### config.mk
export PLATFORM = sky130hd
export DESIGN_NAME = fetch_unit
export DESIGN_NICKNAME = d
export VERILOG_FILES = /design/src/rtl/fetch_pkg.sv /design/src/rtl/fetch_fifo.sv /design/src/rtl/fetch_unit.sv
export SDC_FILE = /design/constraint.sdc
export NUM_CORES = 1
export LEC_CHECK = 0
export CAP_MARGIN = 5
export CORE_UTILIZATION = 45
export CTS_BUF_LIST = sky130_fd_sc_hd__clkbuf_16
export DETAILED_ROUTE_END_ITERATION = 16
export GPL_TIMING_DRIVEN = 0
export PLACE_DENSITY = 0.76
export SLEW_MARGIN = 20
export SYNTH_ARGS = -nofsm -noshare
export SYNTH_HDL_FRONTEND = slang
export SYNTH_SLANG_ARGS = --single-unit
### constraint.sdc
create_clock -name clk -period 9 [get_ports clk]
set_clock_uncertainty 0.2 [all_clocks]
set_input_delay 1.8 -clock clk [delete_from_list [all_inputs] [get_ports clk]]
set_output_delay 1.8 -clock clk [all_outputs]
set_load 0.01 [all_outputs]
### src/rtl/fetch_pkg.sv
// Shared types and constants for the instruction fetch stage.
package fetch_pkg;

    localparam int ADDR_W = 64;
    localparam int INST_W = 32;
    localparam logic [ADDR_W-1:0] PC_STEP = 64'd4;

    typedef enum logic [1:0] {
        IDLE  = 2'b00,
        REQ   = 2'b01,
        WAIT  = 2'b10,
        FLUSH = 2'b11
    } fetch_state_t;

    typedef struct packed {
        logic [ADDR_W-1:0] pc;
        logic [INST_W-1:0] inst;
    } fetch_entry_t;

    // Instructions are word aligned; the two low address bits are dropped.
    function automatic logic [ADDR_W-1:0] align_pc(input logic [ADDR_W-1:0] addr);
        return addr & 64'hFFFF_FFFF_FFFF_FFFC;
    endfunction

endpackage

### src/rtl/fetch_fifo.sv
// Prefetch queue: synchronous FIFO of {pc, inst} entries with a registered
// head so the decoder-facing outputs come straight from flops.
module fetch_fifo
    import fetch_pkg::*;
#(
    parameter int DEPTH = 4
) (
    input  logic                       clk,
    input  logic                       reset,
    input  logic                       flush,
    input  logic                       push,
    input  fetch_entry_t               push_entry,
    input  logic                       pop,
    output logic                       head_valid,
    output fetch_entry_t               head_entry,
    output logic [$clog2(DEPTH):0]     count
);

    localparam int PTR_W = $clog2(DEPTH);

    fetch_entry_t           mem_r [DEPTH];
    logic [PTR_W-1:0]       rd_ptr_r;
    logic [PTR_W-1:0]       wr_ptr_r;
    logic [PTR_W:0]         count_r;
    logic                   head_valid_r;
    fetch_entry_t           head_r;

    logic                   pop_s;
    logic                   push_s;
    logic [PTR_W-1:0]       rd_ptr_nxt_s;
    logic [PTR_W:0]         remain_s;
    logic [PTR_W:0]         count_nxt_s;
    fetch_entry_t           head_nxt_s;

    assign head_valid = head_valid_r;
    assign head_entry = head_r;
    assign count      = count_r;

    // Next pointer/occupancy and the entry that becomes the new head
    always_comb begin
        pop_s        = pop && head_valid_r;
        remain_s     = count_r - (PTR_W+1)'(pop_s);
        push_s       = push && (remain_s < (PTR_W+1)'(DEPTH));
        rd_ptr_nxt_s = rd_ptr_r + PTR_W'(pop_s);
        count_nxt_s  = remain_s + (PTR_W+1)'(push_s);
        if (remain_s == {(PTR_W+1){1'b0}}) begin
            // Nothing older left: the head (if any) is the word arriving now.
            head_nxt_s = push_entry;
        end else begin
            head_nxt_s = mem_r[rd_ptr_nxt_s];
        end
    end

    // Entry storage, written at the tail on every accepted push
    always_ff @(posedge clk) begin
        if (push_s && !flush) begin
            mem_r[wr_ptr_r] <= push_entry;
        end
    end

    // Pointers, occupancy and registered head; flush wins over push and pop
    always_ff @(posedge clk or posedge reset) begin
        if (reset) begin
            rd_ptr_r     <= {PTR_W{1'b0}};
            wr_ptr_r     <= {PTR_W{1'b0}};
            count_r      <= {(PTR_W+1){1'b0}};
            head_valid_r <= 1'b0;
            head_r       <= '{pc: {ADDR_W{1'b0}}, inst: {INST_W{1'b0}}};
        end else if (flush) begin
            rd_ptr_r     <= {PTR_W{1'b0}};
            wr_ptr_r     <= {PTR_W{1'b0}};
            count_r      <= {(PTR_W+1){1'b0}};
            head_valid_r <= 1'b0;
        end else begin
            rd_ptr_r     <= rd_ptr_nxt_s;
            wr_ptr_r     <= wr_ptr_r + PTR_W'(push_s);
            count_r      <= count_nxt_s;
            head_valid_r <= (count_nxt_s != {(PTR_W+1){1'b0}});
            head_r       <= head_nxt_s;
        end
    end

endmodule

### src/rtl/fetch_unit.sv
// Instruction fetch stage: owns the PC, issues one outstanding 32-bit read
// at a time and queues returned words with their PCs for the decoder.
module fetch_unit
    import fetch_pkg::*;
#(
    parameter logic [63:0] RESET_PC   = 64'h0,
    parameter int          FIFO_DEPTH = 4
) (
    input  logic        clk,
    input  logic        reset,
    input  logic        pc_inhibit,
    input  logic        redirect_valid,
    input  logic [63:0] redirect_pc,
    output logic        mem_req_valid,
    input  logic        mem_req_ready,
    output logic [63:0] mem_req_addr,
    input  logic        mem_rsp_valid,
    input  logic [31:0] mem_rsp_data,
    output logic        inst_valid,
    input  logic        inst_ready,
    output logic [31:0] inst_data,
    output logic [63:0] inst_pc
);

    localparam int CNT_W = $clog2(FIFO_DEPTH) + 1;

    fetch_state_t       state_r;
    logic [ADDR_W-1:0]  pc_r;
    logic [ADDR_W-1:0]  req_pc_r;
    logic               mem_req_valid_r;
    logic [ADDR_W-1:0]  mem_req_addr_r;

    logic [CNT_W-1:0]   count_s;
    logic               in_flight_s;
    logic               launch_s;
    logic               push_s;
    fetch_entry_t       push_entry_s;
    logic               head_valid_s;
    fetch_entry_t       head_entry_s;

    assign mem_req_valid = mem_req_valid_r;
    assign mem_req_addr  = mem_req_addr_r;
    assign inst_valid    = head_valid_s;
    assign inst_data     = head_entry_s.inst;
    assign inst_pc       = head_entry_s.pc;

    // Launch credit check and queue push decision
    always_comb begin
        in_flight_s = (state_r != IDLE);
        if ((state_r == IDLE) && !pc_inhibit && !redirect_valid &&
            ((count_s + CNT_W'(in_flight_s)) < CNT_W'(FIFO_DEPTH))) begin
            launch_s = 1'b1;
        end else begin
            launch_s = 1'b0;
        end
        // A response coinciding with a redirect belongs to the old stream.
        push_s            = (state_r == WAIT) && mem_rsp_valid && !redirect_valid;
        push_entry_s.pc   = req_pc_r;
        push_entry_s.inst = mem_rsp_data;
    end

    // Request sequencing FSM and program counter
    always_ff @(posedge clk or posedge reset) begin
        if (reset) begin
            state_r         <= IDLE;
            pc_r            <= RESET_PC;
            req_pc_r        <= {ADDR_W{1'b0}};
            mem_req_valid_r <= 1'b0;
            mem_req_addr_r  <= {ADDR_W{1'b0}};
        end else begin
            // A redirect target takes priority over the sequential advance.
            if (redirect_valid) begin
                pc_r <= align_pc(redirect_pc);
            end else if ((state_r == REQ) && mem_req_ready) begin
                pc_r <= pc_r + PC_STEP;
            end

            case (state_r)
                IDLE: begin
                    if (launch_s) begin
                        state_r         <= REQ;
                        mem_req_valid_r <= 1'b1;
                        mem_req_addr_r  <= pc_r;
                        req_pc_r        <= pc_r;
                    end
                end
                REQ: begin
                    // The request is never withdrawn; only acceptance drops it.
                    if (mem_req_ready) begin
                        mem_req_valid_r <= 1'b0;
                    end
                    if (redirect_valid) begin
                        state_r <= FLUSH;
                    end else if (mem_req_ready) begin
                        state_r <= WAIT;
                    end
                end
                WAIT: begin
                    if (mem_rsp_valid) begin
                        state_r <= IDLE;
                    end else if (redirect_valid) begin
                        state_r <= FLUSH;
                    end
                end
                FLUSH: begin
                    // A stale request may still be waiting for acceptance here.
                    if (mem_req_valid_r) begin
                        if (mem_req_ready) begin
                            mem_req_valid_r <= 1'b0;
                        end
                    end else if (mem_rsp_valid) begin
                        state_r <= IDLE;
                    end
                end
                default: begin
                    state_r         <= IDLE;
                    mem_req_valid_r <= 1'b0;
                end
            endcase
        end
    end

    fetch_fifo #(
        .DEPTH (FIFO_DEPTH)
    ) u_fifo (
        .clk        (clk),
        .reset      (reset),
        .flush      (redirect_valid),
        .push       (push_s),
        .push_entry (push_entry_s),
        .pop        (inst_ready),
        .head_valid (head_valid_s),
        .head_entry (head_entry_s),
        .count      (count_s)
    );

endmodule

==> summary.txt, run 1 <==
Unique masters post-synth: 49
Drt first pass iters: 6
Die Wd: 235 um
Startpoint types: input port
Largest net degree at the start of global routing: 95
Clock sinks: 605
IO Count: 265
Post-synth EDFFs: 376
Clock-pin slew on the worst setup and hold paths: 0.06 ns
CTS Root Cell: clkbuf_16
Min Tclk post-route: 5.30 ns
R2r setup slk: 4.95 ns
Commonest non-fill, non-tap cells in the layout: 376 x edfxtp_1, 257 x clkdlybuf4s50_1, 229 x dfrtp_1
Via density: 5.76
H-tree lvl count: 2
Routed WL: 61.1 mm
DP Wirelength: 41.1 mm
Pins over their slew limit: 0
FMAX: 189 MHz
WHS Endpoint: u_fifo.head_entry[61]$_DFFE_PP0N_
Crit path kind: input port to flop
Status: finished clean
Max-cap violations: 0
Via count of the first global-routing pass: 15502
Drt wl/cell: 23.3 um
Ys async rst share: 37.9%
Total GRT Usage: 22.2%
Total gr overflow: 0
Worst-skew pair later-pin latency: 0.61 ns
Power Dens Cells: 301 nW/um^2
# hold bufs at CTS: 0
Synthesized netlist cell count: 1540
Worst Hold Class: flop to flop
CTS tree: built
Crit end category: flop
Number of port buffers: 257
Crit-path max FO: 10
Critical R2R Launch: u_fifo.head_valid$_DFF_PP0_
Setup total negative slack: 0 ns
RSZ-0062 raised after global routing: false
Syn-to-layout area delta: 23.9%
Synth top area share: 46.3%
Sequential share of the synthesized area: 69.7%
Worst reg2reg endpoint: u_fifo.head_entry[77]$_DFFE_PP0N_
Share of cells above drive strength 1: 14.8%
# DRC: 0
Routability cong.: 0.868
Hold Vio Cnt, Final: 0
Via Count: 15114
Starting density of the core: 46.0%
Final-report setup violation count: 0
Die area: 55200 um^2
Synth top area cells: edfxtp_1 46%, dfrtp_1 23%, mux4_2 8.7%
WP data required: 9.27 ns
Cell accounting for the most synthesized area: edfxtp_1
Total CTS buffers: 61
Mapped cell area: 24400 um^2
VDD IR max: 189 uV
Nets: 1993
Lkg Pwr: 10.9 nW
Clock Tree Buf Depth: 3
Synth Flop Type: edfxtp_1
Syn avg cell area: 15.9 um^2
Initial DRC count: 1281
ANT nets after route: 0
Number of setup buffers added after CTS: 0
Hold Path Depth: 2
Core Box Area: 53100 um^2
Final period util: 58.9%
WHS: 0.281 ns
Yosys warns: 0
First-pass GRT wire length: 93.6 mm
Worst Max-Slew Pin Slew: 1.06 ns
WP data arrival: 5.57 ns
Resize count post-CTS: 0
Worst r2r path cells: 8
Commonest non-fill, non-tap cell in the layout: edfxtp_1
# rows: 84
Max-slew headroom: 29.5%
Initial antenna violation count: 1
Seq cells post-synth: 605
Die height: 235 um
Worst Min Path Start: u_fifo.head_entry[61]$_DFFE_PP0N_
## flip-flops by register name (all words and copies together) (netlist names)
register,count
u_fifo.mem_r,376
u_fifo.head_entry,94
mem_req_addr,62
pc_r,62
u_fifo.count,3
state_r,2
u_fifo.rd_ptr_r,2
u_fifo.wr_ptr_r,2
mem_req_valid,1
u_fifo.head_valid,1
## synth_stat cells (17+ instances only)
cell type and instances:
edfxtp_1 376, dfrtp_1 229, xor2_1 21, xnor2_1 17, mux2_2 65, buf_1 19
nand3_1 35, nand4_1 22, nor2_1 27, or4_1 17, o21ai_0 134, mux4_2 94
clkbuf_1 65, mux2i_1 99, nand2_1 163
## how the worst max path moves through the flow
stage | startpoint | endpoint | slack, ns | depth (start not counted)
6_report | inst_ready | u_fifo.head_entry[77]$_DFFE_PP0N_ | 3.70 | 9
5_1_grt | redirect_valid | u_fifo.head_entry[71]$_DFFE_PP0N_ | 3.47 | 7
4_1_cts | redirect_valid | u_fifo.head_entry[80]$_DFFE_PP0N_ | 3.66 | 7
3_5_place_dp | redirect_valid | u_fifo.head_entry[71]$_DFFE_PP0N_ | 3.01 | 7
3_3_place_gp | redirect_valid | u_fifo.mem_r[2][14]$_DFFE_PP_ | -2.88 | 6
2_1_floorplan | reset | mem_req_addr[10]$_DFFE_PP0P_ | 0.72 | 1
## metal layers
metal	wire (um)	share of wire, %	track usage, %
met1	25200	41	29.5
met2	30200	49	36.9
met3	4000	6.5	4.08
met4	1670	2.7	7.83
met5	0	0	0
## power by group
part           switching (mW)  total (mW)  internal, mW
Combinational            1.24        2.63          1.39
Sequential              0.455        4.00          3.54
Clock                    1.05        2.48          1.43
Total                    2.74        9.11          6.37
## cell type report
type                       instances  area, um^2
sequential                       605       17000
timing repair buffer             277        2950
clock buffer                      63        1580
inverter                          14        60.1
antenna                            2        5.00
clock inverter                    49         379
tap                              688         861
fill                            4091       22800
buffer                            94         382
multi-input combinational        830        7010
## worst max-delay path, cell delays in order
cell             delay (ns)
clkdlybuf4s50_1        0.45
and2_1                 0.16
ha_1                   0.16
xor2_1                 0.75
clkbuf_1               0.79
clkbuf_1               0.59
mux4_2                 0.42
mux2i_1                0.30
o21ai_0                0.14
## per-stage QoR
step | worst slack (ns) | area [um^2] | total power [mW] | std cells | util (%)
floorplan | 0.724 | 24400 | 5.37 | 1543 | -
global placement | -2.88 | 27900 | 6.62 | 2488 | 52.5
detailed placement | 3.01 | 28300 | 6.70 | 2508 | 53.3
CTS | 3.66 | 30200 | 9.20 | 2620 | 57.0
global route | 3.47 | 30200 | 9.52 | 2621 | 57.0
finish | 3.70 | 30200 | 9.11 | 2622 | 57.0
## cell families (layout without fill, tap and decap cells)
family                     count (synthesis)  in the layout  synth area share [%]
AOI/OAI and AO/OA                        174            174                  3.93
muxes                                    258            258                  15.7
DFF                                      605            605                  69.7
buffers and inverters                    108            497                  1.78
adders and majority gates                  7              7                 0.359
and+or+nand+nor                          349            349                  7.10
xor gates and xnor gates                  38             38                  1.36
other                                      1              6                0.0154
Note: power is estimated with default switching activity, not from simulation.
==> run 2: changes to the inputs <==
- clock period: 9 -> 4.45 ns (I/O delays scaled with it)
==> run 2 against run 1 <==
- sequential share of layout area down 0.11 points
- first-iteration DRC count fell by 12%
- critical path type unchanged
- combinational power up 100%
- hold slack is essentially flat
- total power rose by 100%
- clock-buffer cell count up 1
==> summary.txt, run 2 (synthesis gave the netlist of run 1 again) <==
Setup total negative slack: 0 ns
Via count of the first global-routing pass: 15548
Total GRT Usage: 22.4%
Syn-to-layout area delta: 24.1%
WP data required: 4.56 ns
VDD IR max: 470 uV
Starting density of the core: 46.0%
CTS tree: built
Routability cong.: 0.829
Hold Vio Cnt, Final: 0
Status: finished clean
Pins over their slew limit: 0
Via Count: 14957
Max-slew headroom: 25.2%
Nets: 1996
Reg with most FFs: u_fifo.mem_r
# rows: 84
Non-Filler Instances: 2625
FMAX: 235 MHz
Clock-pin slew on the worst setup and hold paths: 0.06 ns
CTS Root Cell: clkbuf_16
DP Wirelength: 41.6 mm
First-pass GRT wire length: 93.9 mm
Die height: 235 um
Die area: 55200 um^2
Largest net degree at the start of global routing: 38
Worst Hold Class: flop to flop
Commonest non-fill, non-tap cells in the layout: 376 x edfxtp_1, 257 x clkdlybuf4s50_1, 229 x dfrtp_1
Number of port buffers: 257
Fillers: 3987
Crit end category: flop
Initial antenna violation count: 3
Core Box Area: 53100 um^2
Initial DRC count: 1132
Total power: 18.3 mW
Commonest non-fill, non-tap cell in the layout: edfxtp_1
Clock Tree Buf Depth: 3
Total CTS buffers: 60
Min Tclk post-route: 4.26 ns
Via density: 5.70
ANT nets after route: 0
Clock sinks: 605
Total gr overflow: 0
Worst-skew pair later-pin latency: 0.61 ns
Lkg Pwr: 10.9 nW
Startpoint types: input port
Drt first pass iters: 7
Final period util: 95.8%
IO Count: 265
Drt wl/cell: 23.2 um
# DRC: 0
Die Wd: 235 um
Final-report setup violation count: 0
Crit path kind: input port to flop
Largest register FFs: 376
# hold bufs at CTS: 0
Final design utilization: 57.1%
Max-cap violations: 0
Routed WL: 60.9 mm
Diodes inserted: 0
H-tree lvl count: 2
WP data arrival: 4.37 ns
Share of cells above drive strength 1: 15.2%
RSZ-0062 raised after global routing: false
Crit-path max FO: 22
Power Dens Cells: 603 nW/um^2
Worst Max-Slew Pin Slew: 1.12 ns
Cells after DPL: 2512
run 2: area by class of cell:
class	count	area [um^2]	area share [%]
Multi-Input combinational cell	830	7050	23.3
Timing Repair Buffer	281	3020	9.96
Sequential cell	605	17000	56.2
Clock inverter	49	304	1.00
Clock buffer	64	1600	5.29
Tap cell	688	861	2.84
Inverter	14	56.3	0.186
Buffer	94	385	1.27
run 2: path summary, 6_finish.rpt:
check | startpoint | to | slack (ns) | cells past startpoint
setup / recovery | redirect_valid | u_fifo.mem_r[2][42]$_DFFE_PP_ | 0.19 | 10
hold / removal | u_fifo.head_entry[19]$_DFFE_PP0N_ | u_fifo.head_entry[19]$_DFFE_PP0N_ | 0.28 | 2
setup reg to reg | u_fifo.head_valid$_DFF_PP0_ | u_fifo.head_entry[67]$_DFFE_PP0N_ | 0.54 | 8
hold reg to reg | u_fifo.head_entry[19]$_DFFE_PP0N_ | u_fifo.head_entry[19]$_DFFE_PP0N_ | 0.28 | 2
max in group asynchronous | reset | u_fifo.head_entry[85]$_DFFE_PP0N_ | 2.68 | 4
min in group asynchronous | reset | u_fifo.head_entry[58]$_DFFE_PP0N_ | 0.50 | 2
run 2: stage by stage:
step / cell area, um^2 / setup slack, ns / hold slack, ns
floorplan: 24500 / -0.470 / 0.295
global placement: 27900 / -3.56 / 0.265
detailed placement: 28400 / -0.616 / 0.272
CTS: 30300 / 0.156 / 0.287
global route: 30300 / 0.0414 / 0.303
finish: 30300 / 0.189 / 0.282
run 2: critical path, cell delays in order:
cell and delay [ns]:
clkbuf_1 0.35, clkbuf_1 0.59, clkbuf_1 0.45, nor3_4 0.40, nand2_1 0.14, nor2_4 0.58, buf_16 0.24, buf_12 0.21
buf_12 0.21, buf_12 0.21
run 2: per-layer routing:
metal | up-vias | global-route usage [%] | wire length, um | part of all wire [%]
li1 | 6580 | - | - | -
met1 | 7704 | 29.7 | 25600 | 42
met2 | 542 | 36.9 | 29700 | 49
met3 | 127 | 4.65 | 3730 | 6.1
met4 | 4 | 7.36 | 1900 | 3.1
met5 | - | 0 | 26 | 0.043
run 2: what timing repair did:
action / CTS / global route
setup endpoints to repair: 1 / 0
hold endpoints to repair: 0 / 0
setup buffers: 0 / 0
gates resized for setup: 1 / 0
run 2: where the power goes:
part	internal, mW	total [mW]	switching, mW
combinational	2.83	5.28	2.45
clock	2.75	4.88	2.12
sequential	7.17	8.11	0.939
